## src/rtl/alu_ctrl_pkg.sv

```systemverilog
// Shared opcode constants, state encoding and issue-filter helpers for alu_ctrl_seq.
package alu_ctrl_pkg;

    localparam logic [3:0] OP_NOP        = 4'b0000;
    localparam logic [3:0] OP_MULADD     = 4'b0001;
    localparam logic [3:0] OP_ANDAND     = 4'b1100;
    localparam logic [3:0] OP_LAST_VALID = OP_ANDAND;

    typedef enum logic [2:0] {
        IDLE,
        FETCH,
        RUN,
        DRAIN,
        DONE
    } state_t;

    // Opcodes above OP_LAST_VALID are reserved and leave the ALU idle.
    function automatic logic op_writes(input logic [3:0] op);
        return (op >= OP_MULADD) && (op <= OP_LAST_VALID);
    endfunction

    function automatic logic [3:0] op_filter(input logic [3:0] op);
        return (op <= OP_LAST_VALID) ? op : OP_NOP;
    endfunction

endpackage

```

## src/rtl/alu_ctrl_seq_wb_delay_line.sv

```systemverilog
// wb_delay_line: tracks {valid, wb_addr} through the fixed ALU pipeline latency.
module wb_delay_line #(
    parameter int DEPTH  = 4,
    parameter int AWIDTH = 5
) (
    input  logic              Clk,
    input  logic              Resetn,
    input  logic              push_valid,
    input  logic [AWIDTH-1:0] push_addr,
    output logic              out_valid,
    output logic [AWIDTH-1:0] out_addr,
    output logic              empty
);

    logic [DEPTH-1:0]  vld_q;
    logic [AWIDTH-1:0] addr_q [DEPTH];
    logic [DEPTH-1:0]  behind_out;

    always_ff @(posedge Clk or negedge Resetn) begin
        if (!Resetn) begin
            vld_q <= '0;
            for (int i = 0; i < DEPTH; i++) addr_q[i] <= '0;
        end else begin
            vld_q[0]  <= push_valid;
            addr_q[0] <= push_addr;
            for (int i = 1; i < DEPTH; i++) begin
                vld_q[i]  <= vld_q[i-1];
                addr_q[i] <= addr_q[i-1];
            end
        end
    end

    // Empty means nothing is left behind the entry currently presented at the output.
    always_comb begin
        behind_out            = vld_q;
        behind_out[DEPTH-1]   = 1'b0;
        empty                 = !push_valid && (behind_out == '0);
    end

    assign out_valid = vld_q[DEPTH-1];
    assign out_addr  = addr_q[DEPTH-1];

endmodule

```

## src/rtl/alu_ctrl_seq.sv

```systemverilog
// ALU issue sequencer: fetches instructions 0..Last_Addr, issues one opcode per unstalled cycle
// and schedules write-backs. Optional perf counters are enabled with ALU_CTRL_PERF_CNT_EN.
//
// state | meaning
// IDLE  | waiting for Start
// FETCH | first read of address 0
// RUN   | issuing, one instruction per unstalled cycle
// DRAIN | last instruction issued, ALU pipeline emptying
// DONE  | one-cycle completion pulse
module alu_ctrl_seq
    import alu_ctrl_pkg::*;
#(
    parameter int IADDR_WIDTH  = 8,
    parameter int WBADDR_WIDTH = 5,
    parameter int ALU_LATENCY  = 4
) (
    input  logic                      Clk,
    input  logic                      Resetn,
    input  logic                      Start,
    input  logic [IADDR_WIDTH-1:0]    Last_Addr,
    input  logic                      Stall,
    output logic                      Inst_Rd_En,
    output logic [IADDR_WIDTH-1:0]    Inst_Addr,
    input  logic [4+WBADDR_WIDTH-1:0] Inst_Data,
    output logic [3:0]                Opcode,
    output logic                      WB_En,
    output logic [WBADDR_WIDTH-1:0]   WB_Addr,
    output logic                      Busy,
    output logic                      Done
`ifdef ALU_CTRL_PERF_CNT_EN
    ,
    output logic [31:0]               Run_Cycles,
    output logic [31:0]               Stall_Cycles
`endif
);

    localparam int IW = 4 + WBADDR_WIDTH;

    state_t                  state, state_nx;
    logic [IADDR_WIDTH-1:0]  last_addr_q, fetch_addr_q;
    logic                    fetch_done_q, data_valid_q, data_last_q;
    logic                    hold_valid_q, hold_last_q;
    logic [IW-1:0]           hold_data_q;
    logic                    iss_valid_q;
    logic [WBADDR_WIDTH-1:0] iss_addr_q;
    logic                    rd_en, rd_last, src_valid, src_last, issue, dl_empty;
    logic [IW-1:0]           src_data;

    always_comb begin
        rd_en     = (state == FETCH) || ((state == RUN) && !Stall && !fetch_done_q);
        Inst_Addr = (state == RUN) ? fetch_addr_q : '0;
        rd_last   = (Inst_Addr == last_addr_q);
        // A held instruction always takes priority; it cannot coexist with fresh read data.
        src_valid = hold_valid_q || data_valid_q;
        src_data  = hold_valid_q ? hold_data_q : Inst_Data;
        src_last  = hold_valid_q ? hold_last_q : data_last_q;
        issue     = (state == RUN) && !Stall && src_valid;

        state_nx = state;
        case (state)
            IDLE:    if (Start) state_nx = FETCH;
            FETCH:   state_nx = RUN;
            RUN:     if (issue && src_last) state_nx = DRAIN;
            DRAIN:   if (dl_empty) state_nx = DONE;
            DONE:    state_nx = IDLE;
            default: state_nx = IDLE;
        endcase
    end

    assign Inst_Rd_En = rd_en;
    assign Busy       = (state != IDLE);
    assign Done       = (state == DONE);

    always_ff @(posedge Clk or negedge Resetn) begin
        if (!Resetn) state <= IDLE;
        else         state <= state_nx;
    end

    always_ff @(posedge Clk or negedge Resetn) begin
        if (!Resetn) begin
            last_addr_q  <= '0;
            fetch_addr_q <= '0;
            fetch_done_q <= 1'b0;
            data_valid_q <= 1'b0;
            data_last_q  <= 1'b0;
            hold_valid_q <= 1'b0;
            hold_last_q  <= 1'b0;
            hold_data_q  <= '0;
            Opcode       <= OP_NOP;
            iss_valid_q  <= 1'b0;
            iss_addr_q   <= '0;
        end else begin
            if ((state == IDLE) && Start) last_addr_q <= Last_Addr;
            if (rd_en) begin
                fetch_addr_q <= Inst_Addr + IADDR_WIDTH'(1);
                fetch_done_q <= rd_last;
            end
            data_valid_q <= rd_en;
            data_last_q  <= rd_en && rd_last;

            if ((state == RUN) && Stall && data_valid_q && !hold_valid_q) begin
                hold_valid_q <= 1'b1;
                hold_last_q  <= data_last_q;
                hold_data_q  <= Inst_Data;
            end else if (issue) begin
                hold_valid_q <= 1'b0;
            end

            Opcode      <= issue ? op_filter(src_data[3:0]) : OP_NOP;
            iss_valid_q <= issue && op_writes(src_data[3:0]);
            iss_addr_q  <= (issue && op_writes(src_data[3:0])) ? src_data[IW-1:4] : '0;
        end
    end

    wb_delay_line #(
        .DEPTH  (ALU_LATENCY),
        .AWIDTH (WBADDR_WIDTH)
    ) u_wb_delay_line (
        .Clk        (Clk),
        .Resetn     (Resetn),
        .push_valid (iss_valid_q),
        .push_addr  (iss_addr_q),
        .out_valid  (WB_En),
        .out_addr   (WB_Addr),
        .empty      (dl_empty)
    );

`ifdef ALU_CTRL_PERF_CNT_EN
    logic [31:0] run_cnt_q, stall_cnt_q;

    always_ff @(posedge Clk or negedge Resetn) begin
        if (!Resetn) begin
            run_cnt_q   <= '0;
            stall_cnt_q <= '0;
        end else if ((state == IDLE) && Start) begin
            run_cnt_q   <= '0;
            stall_cnt_q <= '0;
        end else begin
            if ((state != IDLE) && (run_cnt_q != 32'hFFFF_FFFF)) run_cnt_q <= run_cnt_q + 32'd1;
            if ((state == RUN) && Stall && (stall_cnt_q != 32'hFFFF_FFFF))
                stall_cnt_q <= stall_cnt_q + 32'd1;
        end
    end

    assign Run_Cycles   = run_cnt_q;
    assign Stall_Cycles = stall_cnt_q;
`else
    // Performance counters are not built.
`endif

endmodule

```

## config.mk

```make
export PLATFORM = sky130hd
export DESIGN_NAME = alu_ctrl_seq
export DESIGN_NICKNAME = d
export VERILOG_FILES = /design/src/rtl/alu_ctrl_pkg.sv /design/src/rtl/alu_ctrl_seq_wb_delay_line.sv /design/src/rtl/alu_ctrl_seq.sv
export SDC_FILE = /design/constraint.sdc
export NUM_CORES = 1
export LEC_CHECK = 0
export ABC_AREA = 1
export ABC_CLOCK_PERIOD_IN_PS = 2200
export CORE_ASPECT_RATIO = 2
export CORE_MARGIN = 8
export CORE_UTILIZATION = 50
export DETAILED_ROUTE_END_ITERATION = 12
export GPL_ROUTABILITY_DRIVEN = 0
export PLACE_DENSITY = 0.79
export SLEW_MARGIN = 20
export SYNTH_ARGS = -nofsm -noshare
export SYNTH_HDL_FRONTEND = slang
export SYNTH_SLANG_ARGS = --single-unit
```

## constraint.sdc

```tcl
create_clock -name Clk -period 2.2 [get_ports Clk]
set_input_delay 0.22 -clock Clk [delete_from_list [all_inputs] [get_ports Clk]]
set_output_delay 0.22 -clock Clk [all_outputs]
set_load 0.03 [all_outputs]
```

==> impl_metrics.env <==
export IMPL_pwr_share_comb_pct=31.5
export IMPL_drcViolationCount=0
export IMPL_p_sw_w=0.00154
export IMPL_cts_tree="done"
export IMPL_synth_cell_types=26
export IMPL_rsz0062_at_grt="no"
export IMPL_relSlewSlack_pct=55.0
export IMPL_worst_setup_path_type="flip-flop to primary output"
export IMPL_syn_nets=337
export IMPL_leakage_nw=1.85
export IMPL_clock_skew_ns=0.00652
export IMPL_nFillCells=469
export IMPL_post_drt_wl_per_cell_um=13.7
export IMPL_status="finished, final reports clean"
export IMPL_fin_nets=382
export IMPL_internal_power_w=0.00264
export IMPL_peakVddDrop_mv=0.934
export IMPL_drt_total_wl_mm=5.81
export IMPL_cts_buffers_inserted=9
export IMPL_power_frac_seq_pct=41.1
export IMPL_syn2layout_area_growth_pct=24.3
export IMPL_worstPathRequired_ns=1.98
export IMPL_boundaryPins=42
export IMPL_synth_edf_count=0
export IMPL_maxCapViolCount=0
export IMPL_grt_max_degree=34
export IMPL_min_path_type="flip-flop to flip-flop"
export IMPL_antenna_found_initial=0
export IMPL_clock_root_buffer="clkbuf_8"
export IMPL_r2r_start="state[0]"
export IMPL_clockBufferDepth=2
export IMPL_power_per_cell_area_mw_per_mm2=1190
export IMPL_r2r_end="fetch_addr_q[6]"
export IMPL_grt_pass1_vias=2292
export IMPL_crit_path_end_kind="primary output"
export IMPL_dpl_hpwl_mm=4.29
export IMPL_rows=38
export IMPL_drt_iter0_markers=128
export IMPL_setup_viol=0
export IMPL_total_power_w=0.00418
export IMPL_syn_area_mm2=0.00282
export IMPL_arrival_ns=1.83
export IMPL_slew_viol_final=0
export IMPL_die_area_mm2=0.00844
export IMPL_h_tree_depth=3
export IMPL_fin_crit_sh_pct=93.1
export IMPL_clk_pin_slew_ns=0.07
export IMPL_synth_area_leaders="dfrtp_1 (60%), nand2_1 (8.3%), inv_1 (5.9%)"
export IMPL_netSwitchingFraction_pct=36.9
export IMPL_initial_core_util_pct=52.0
export IMPL_worst_pin_slew_ns=0.674
export IMPL_port_buffers=41
export IMPL_die_x_um=69.1
export IMPL_reg2reg_depth=9
export IMPL_cts_sinks=67
export IMPL_hold_path_depth=0
export IMPL_yosysWarnings=0
export IMPL_ant_nets=0
export IMPL_grt_usage_pct=14.7
export IMPL_synth_commonest_cells="dfrtp_1 (67), nand2_1 (62), inv_1 (44)"
export IMPL_die_h_um=122
export IMPL_path_max_fanout=14
export IMPL_setup_tns_ns=0
export IMPL_dr_pass1_iters=4
export IMPL_netlist_instances=315
export IMPL_hp_start="u_wb_delay_line.addr_q[13]"
export IMPL_max_freq_mhz=488
export IMPL_coreArea_mm2=0.00542
export IMPL_clkPwrFrac_pct=27.4
export IMPL_avgViaCountPerCell=5.14
export IMPL_min_period_ns=2.05
export IMPL_timing_final_ws_setup_ns=0.152
export IMPL_vias=2184
export IMPL_syn_avg_cell_area_um2=8.95
export IMPL_placedInstanceArea_mm2=0.00325
export IMPL_clkLatencyLatePin_ns=0.34
export IMPL_hold_end="u_wb_delay_line.addr_q[8]"
export IMPL_ys_seq_area_share_pct=59.5
export IMPL_post_synth_top_area_fraction_pct=59.5
export IMPL_num_antenna_cells=0
export IMPL_grt_pass1_wl_mm=10.1
export IMPL_synth_area_leader_cell="dfrtp_1"
export IMPL_synth_seq_cells=67
export IMPL_drive_gt1_share_pct=10.1
export IMPL_hold_violations=0
export IMPL_synth_most_common_cell="dfrtp_1"
export IMPL_synth_main_ff_cell="dfrtp_1"
export IMPL_grt_ovfl_total=0
export IMPL_pre_cts_slack_ns=0.189
export IMPL_final_design_area_no_fill_mm2=0.00350
export IMPL_r2r_slack_ns=0.31
export IMPL_cp_start_kind="flip-flop"
export IMPL_async_flop_share_pct=100
-- kinds of logic after synthesis --
group	count (synthesis)	share of synthesized area, %
compound gates	40	7.24
xor+xnor	1	0.311
fa+ha+maj	1	0.444
flops	67	59.5
simple gates	145	23.2
buf+inv	61	9.32
-- per-layer routing --
| metal | vias to the layer above | track usage (%) | wire, um |
|---|---|---|---|
| li1 | 1072 | - | - |
| met4 | 0 | 7.74 | 111 |
| met3 | 10 | 5.62 | 306 |
| met2 | 54 | 26.3 | 3200 |
| met1 | 1048 | 14.1 | 2190 |
| met5 | - | 0 | 0 |
-- cells in the final DEF (no fill, tap or decap), types with 4 or more instances in the layout --
master,netlist,routed
dlygate4sd2_1,0,7
buf_4,7,4
a21oi_1,16,16
nand2_1,62,62
inv_1,44,44
clkbuf_8,0,10
nor3_1,4,4
dfrtp_1,67,66
nand4_1,10,10
nand3_1,14,14
nor2_1,42,42
o21ai_0,21,21
clkdlybuf4s50_1,0,30
-- state kept, by name, summed over array words and instances (netlist names), 3 cells and up --
name / cells
u_wb_delay_line.addr_q: 15
hold_data_q: 9
fetch_addr_q: 8
last_addr_q: 8
iss_addr_q: 5
u_wb_delay_line.out_addr: 5
Opcode: 4
u_wb_delay_line.vld_q: 4
state: 3
-- timing repair --
item,in CTS,in global routing
resized for setup,8,3
endpoints found under the hold margin,31,0
setup endpoints to repair,11,3
buffers inserted,1,0
pin swaps,1,0
hold buffers,1,0
-- power groups by stage --
stage / Combinational (W) / Sequential [W] / Clock (W)
detailed placement: 0.00128 / 0.00173 / 0
floorplan: 0.000967 / 0.00166 / 0
global route: 0.00150 / 0.00175 / 0.00121
CTS: 0.00132 / 0.00172 / 0.00116
global placement: 0.00124 / 0.00172 / 0
finish: 0.00132 / 0.00172 / 0.00115
-- worst max path at each step --
stage               slack (ns)              end     start  cells after the start
finish                    0.15             Busy  state[1]                      3
global route              0.04             Busy  state[1]                      3
CTS                       0.03     Inst_Addr[5]  state[0]                      5
detailed placement        0.19     Inst_Addr[1]  state[2]                      4
global placement          0.22     Inst_Addr[1]  state[2]                      4
floorplan                 0.28  fetch_addr_q[6]  state[2]                      8
-- per-stage QoR --
step | cells | util, % | hold WS, ns
after detailed placement | 407 | 59.9 | 0.295
after CTS | 425 | 64.5 | 0.351
after global placement | 407 | 59.9 | 0.288
after global routing | 425 | 64.6 | 0.357
final | 425 | 64.6 | 0.349
after floorplan | 315 | - | -0.0756
-- worst max-delay path, cell delays in order, from the launching register on --
cell,delay (ns)
dfrtp_2,0.52
inv_1,0.15
nand2_1,0.13
clkdlybuf4s50_1,0.68
-- final cells by class --
class                   count  area (um^2)  share of cell area [%]
well taps                  60         75.1                    2.14
flip-flops and latches     67         1680                    47.9
multi-input cells         187          878                    25.1
inverters                  48          181                    5.18
repair buffers             47          464                    13.3
clock inverters             5         83.8                    2.39
clock buffers              11          141                    4.04
No activity file was read; power rests on OpenSTA's default activity.
